$ cat src/rtl/aes256_ctr_ctrl.sv
// aes256_ctr_ctrl: AES-256 counter-mode sequencer driving a shared init/next/ready/result core
// Ports: start/cfg_key/cfg_iv open a session; in_* accepts blocks (valid/ready);
// out_* returns in_data ^ keystream (valid/ready); busy/err_wrap report status;
// core_* drive the AES core (one-cycle init/next pulses, key, counter block, ready/result).
module aes256_ctr_ctrl #(
  parameter int CTR_WIDTH = 32
) (
  input  logic         clk,
  input  logic         rst,
  input  logic         start,
  input  logic [255:0] cfg_key,
  input  logic [127:0] cfg_iv,
  input  logic         in_valid,
  output logic         in_ready,
  input  logic [127:0] in_data,
  output logic         out_valid,
  input  logic         out_ready,
  output logic [127:0] out_data,
  output logic         busy,
  output logic         err_wrap,
  output logic         core_init,
  output logic         core_next,
  output logic [255:0] core_key,
  output logic [127:0] core_block,
  input  logic         core_ready,
  input  logic [127:0] core_result
);
  typedef enum logic [2:0] {IDLE, KEY_INIT, KEY_WAIT, GEN, GEN_WAIT, STREAM, HALT} state_t;
  localparam logic [127:0] MASK = (128'd1 << CTR_WIDTH) - 128'd1;
  state_t state_q, state_d;
  logic [255:0] key_q, key_d, sh_key_q, sh_key_d;
  logic [127:0] ctr_q, ctr_d, sh_iv_q, sh_iv_d, ks_q, ks_d, out_data_q, out_data_d;
  logic ks_valid_q, ks_valid_d, out_valid_q, out_valid_d, err_q, err_d;
  logic pend_q, pend_d, skip_q, skip_d;
  logic core_busy, restart, accept;
  assign core_busy  = state_q == KEY_WAIT || state_q == GEN_WAIT;
  // A start while the core is idle restarts immediately; while busy it is deferred
  assign restart    = start && !core_busy;
  assign in_ready   = state_q == STREAM && ks_valid_q && (!out_valid_q || out_ready) && !start;
  assign accept     = in_valid && in_ready;
  // Pulses are suppressed on a start cycle so the core is never kicked into a stale job
  assign core_init  = state_q == KEY_INIT && !start;
  assign core_next  = state_q == GEN && !start;
  assign core_key   = key_q;
  assign core_block = ctr_q;
  assign out_valid  = out_valid_q;
  assign out_data   = out_data_q;
  assign busy       = state_q != IDLE;
  assign err_wrap   = err_q;
  always_comb begin
    state_d     = state_q;
    key_d       = key_q;
    ctr_d       = ctr_q;
    sh_key_d    = sh_key_q;
    sh_iv_d     = sh_iv_q;
    ks_d        = ks_q;
    ks_valid_d  = ks_valid_q;
    out_valid_d = out_valid_q && !out_ready;
    out_data_d  = out_data_q;
    err_d       = err_q;
    pend_d      = pend_q;
    skip_d      = 1'b0;
    case (state_q)
      KEY_INIT: begin
        state_d = KEY_WAIT;
        skip_d  = 1'b1;
      end
      GEN: begin
        state_d = GEN_WAIT;
        skip_d  = 1'b1;
      end
      KEY_WAIT, GEN_WAIT: begin
        if (start) begin
          pend_d   = 1'b1;
          sh_key_d = cfg_key;
          sh_iv_d  = cfg_iv;
        end
        // core_ready is not trusted in the cycle right after a pulse
        if (!skip_q && core_ready) begin
          if (pend_q || start) begin
            key_d       = start ? cfg_key : sh_key_q;
            ctr_d       = start ? cfg_iv : sh_iv_q;
            pend_d      = 1'b0;
            ks_valid_d  = 1'b0;
            out_valid_d = 1'b0;
            err_d       = 1'b0;
            state_d     = KEY_INIT;
          end else if (state_q == KEY_WAIT) begin
            state_d = GEN;
          end else begin
            ks_d       = core_result;
            ks_valid_d = 1'b1;
            state_d    = STREAM;
          end
        end
      end
      STREAM: if (accept) begin
        out_data_d  = in_data ^ ks_q;
        out_valid_d = 1'b1;
        ks_valid_d  = 1'b0;
        ctr_d       = (ctr_q & ~MASK) | ((ctr_q + 128'd1) & MASK);
        err_d       = (ctr_q & MASK) == MASK;
        state_d     = (ctr_q & MASK) == MASK ? HALT : GEN;
      end
      default: ;
    endcase
    if (restart) begin
      key_d       = cfg_key;
      ctr_d       = cfg_iv;
      ks_valid_d  = 1'b0;
      out_valid_d = 1'b0;
      err_d       = 1'b0;
      pend_d      = 1'b0;
      state_d     = KEY_INIT;
    end
  end
  always_ff @(posedge clk or posedge rst) begin
    if (rst) begin
      state_q     <= IDLE;
      key_q       <= '0;
      ctr_q       <= '0;
      sh_key_q    <= '0;
      sh_iv_q     <= '0;
      ks_q        <= '0;
      ks_valid_q  <= 1'b0;
      out_valid_q <= 1'b0;
      out_data_q  <= '0;
      err_q       <= 1'b0;
      pend_q      <= 1'b0;
      skip_q      <= 1'b0;
    end else begin
      state_q     <= state_d;
      key_q       <= key_d;
      ctr_q       <= ctr_d;
      sh_key_q    <= sh_key_d;
      sh_iv_q     <= sh_iv_d;
      ks_q        <= ks_d;
      ks_valid_q  <= ks_valid_d;
      out_valid_q <= out_valid_d;
      out_data_q  <= out_data_d;
      err_q       <= err_d;
      pend_q      <= pend_d;
      skip_q      <= skip_d;
    end
  end
endmodule

$ cat config.mk
export PLATFORM = sky130hd
export DESIGN_NAME = aes256_ctr_ctrl
export DESIGN_NICKNAME = d
export VERILOG_FILES = /design/src/rtl/aes256_ctr_ctrl.sv
export SDC_FILE = /design/constraint.sdc
export NUM_CORES = 2
export LEC_CHECK = 0
export ABC_AREA = 1
export CAP_MARGIN = 30
export CORE_AREA = 2 2 458 460
export CTS_CLUSTER_DIAMETER = 100
export DETAILED_ROUTE_END_ITERATION = 16
export DIE_AREA = 0 0 460 462
export DONT_BUFFER_PORTS = 1
export PLACE_DENSITY = 0.41
export SLEW_MARGIN = 20
export SYNTH_ARGS = -nofsm -noshare
export SYNTH_HDL_FRONTEND = slang
export SYNTH_SLANG_ARGS = --single-unit
$ cat constraint.sdc
create_clock -name clk -period 36.5 [get_ports clk]
set_clock_uncertainty 0.05 [all_clocks]
set_input_delay 1.825 -clock clk [delete_from_list [all_inputs] [get_ports clk]]
set_output_delay 1.825 -clock clk [all_outputs]
set_load 0.02 [all_outputs]
==> impl_metrics.tcl <==
set metrics [dict create \
    start_util 0.222 \
    path_max_fanout 194 \
    dr.pass1.iters 5 \
    period_minus_slack_ns 7.65 \
    worst_skew_pair.late_latency_ns 0.77 \
    hold_viol 0 \
    p_leak_nw 26.2 \
    end_kind "flip-flop" \
    grt_overflow 0 \
    setup_viol 0 \
    vias 34930 \
    rsz0062_at_grt "no" \
    cts_made_buffers 132 \
    mostFrequentLayoutCells "nand2_1 (2046), dfrtp_1 (1032), o21ai_0 (783)" \
    synth-edff-count 0 \
    status "finished, final reports clean" \
    p_per_area_mw_per_mm2 95.7 \
    crit_type "in -> reg" \
    cp.required_ns 37.14 \
    design_area_sq_mm 0.0532 \
    drtAntennaViolNets 0 \
    die_y_microns 462 \
    slowest_delay_ns 0.80 \
    worst_slew_pin_slew_ns 1.21 \
    hpwlAfterDp_mm 127 \
    vias_per_cell 4.37 \
    root_buffer "clkbuf_16" \
    die_area_sq_mm 0.213 \
    fin_cells 7990 \
    maxCapViolations 0 \
    synthFlopType "dfrtp_1" \
    syn_inst 5279 \
    post_cts_buffers 0 \
    finalPower_mw 5.09 \
    ys.warnings.count 0 \
    slowest_stage "nand3_4" \
    slew_viol_final 0 \
    area_growth_pct 15.2 \
    drt_iter0_markers 2365 \
    synth_area_sq_mm 0.0461 \
    cts_buffer_depth 3 \
    fp.dieW_microns 460 \
    clock.fmax_mhz 131 \
    syn_nets 5926 \
    htree_levels 4 \
    fillers 22451 \
    synth_area_per_cell_sq_um 8.74 \
    ir_drop_uv 59.5 \
    crit_buf_inv 8 \
    setup_tns_ns 0 \
    ys_ff_latch 1032 \
    placedCellCount 7724 \
    fin_ws_ns 28.85 \
    placed_cell_area_sq_mm 0.0485 \
    clk_pin_slew_ns 0.06 \
    startpoint_type "input port" \
    antenna_found_initial 39 \
    core_area_sq_mm 0.208 \
    crit_chain "buf_16, nand3_4, nand2_4, inv_2, nand2_1, nand2_2, nor2_4, buf_12, inv_8, buf_4, buf_4, buf_4, buf_16, nand2_1, nand2_1" \
    nets 5794 \
    async_flop_share 1.00 \
    wl_mm 179 \
    rows 168 \
    gp_congestion 0.835 \
    seq_area_frac_synth 0.560 \
    avgRoutedWirePerCell_microns 22.5 \
    cts_resized 0 \
    cts_tree "built" \
    cp_data_arrival_time_ns 8.29 \
    layout_commonest_cell "nand2_1" \
    cts.sinks 1032 \
    grt.total_usage 0.163 \
    holdCritPathClass "reg -> reg" \
    drc 0 \
    period_share 0.210 \
    hold_buffers 0 \
    crit_family "buffers and inverters" \
    place_ws_ns 28.05 \
    post-route-util 0.255 \
    yosysUniqueCellTypes 34 \
    io_pins 1164 \
    drive_gt1_frac 0.0841 \
    whs_ns 0.427 \
    io_buffers 0 \
    grt_max_degree 769 \
    relSlewSlack 0.193 \
    grt_pass1_vias 33653 \
    grt_pass1_wl_mm 253 \
]
[sequential cells by signal (all words and copies together) (netlist names), 3 cells and up]
signal and count:
sh_iv_q 128, sh_key_q 256, core_block 128, core_key 256
out_data 128, ks_q 128, state_q 3
[cell families after synthesis]
family / share of synthesized area
xor+xnor: 0.0254
mux: 0.0634
fa+ha+maj: 0.000271
flops: 0.560
buf+inv: 0.0670
compound gates: 0.102
simple gates: 0.182
[worst paths after layout]
path	startpoint	to	slack, ns	cells past startpoint
hold / removal	sh_iv_q[86]	sh_iv_q[86]	0.43	2
hold reg to reg	sh_iv_q[86]	sh_iv_q[86]	0.43	2
min in group asynchronous	rst	out_data[95]	1.00	1
max in group asynchronous	rst	core_key[21]	32.44	4
setup / recovery	start	core_key[122]	28.85	15
setup reg to reg	state_q[1]	core_key[122]	29.83	16
[synthesized netlist by cell type, drive strengths merged (16+ instances only)]
| library cell | n | area share |
|---|---|---|
| nand2 | 2049 | 0.17 |
| dfrtp | 1032 | 0.56 |
| o21ai | 783 | 0.085 |
| inv | 426 | 0.035 |
| mux2 | 256 | 0.062 |
| buf | 181 | 0.022 |
| xor2 | 132 | 0.025 |
| clkbuf | 131 | 0.011 |
| o22ai | 106 | 0.014 |
| nor2 | 92 | 0.0076 |
| nand3 | 39 | 0.0044 |
| a21oi | 16 | 0.0018 |
[power breakdown]
part / internal, mW / leakage, nW / switching, mW
Sequential: 1.62 / 13.3 / 0.650
Combinational: 0.452 / 10.8 / 1.03
Clock: 0.796 / 2.15 / 0.542
[final cells by class]
type	count	area, sq um	share of cell area
tap	2720	3400	0.0640
multi-input combinational	3508	17300	0.325
antenna	26	65.1	0.00122
sequential	1032	25800	0.486
clock inverter	35	459	0.00864
clock buffer	196	3930	0.0739
inverter	427	1620	0.0305
timing repair buffer	46	586	0.0110
[worst min-delay path, cell delays in order, from the launching register on]
cell     delay (ns)
dfrtp_1        0.34
nand2_1        0.05
o21ai_0        0.06
[layer usage]
metal  part of all wire  GRT usage
met3              0.098     0.0669
met5            0.00081          0
met2               0.49      0.272
met4              0.039     0.0754
met1               0.37      0.181
Power figures use the tool's default switching activity.
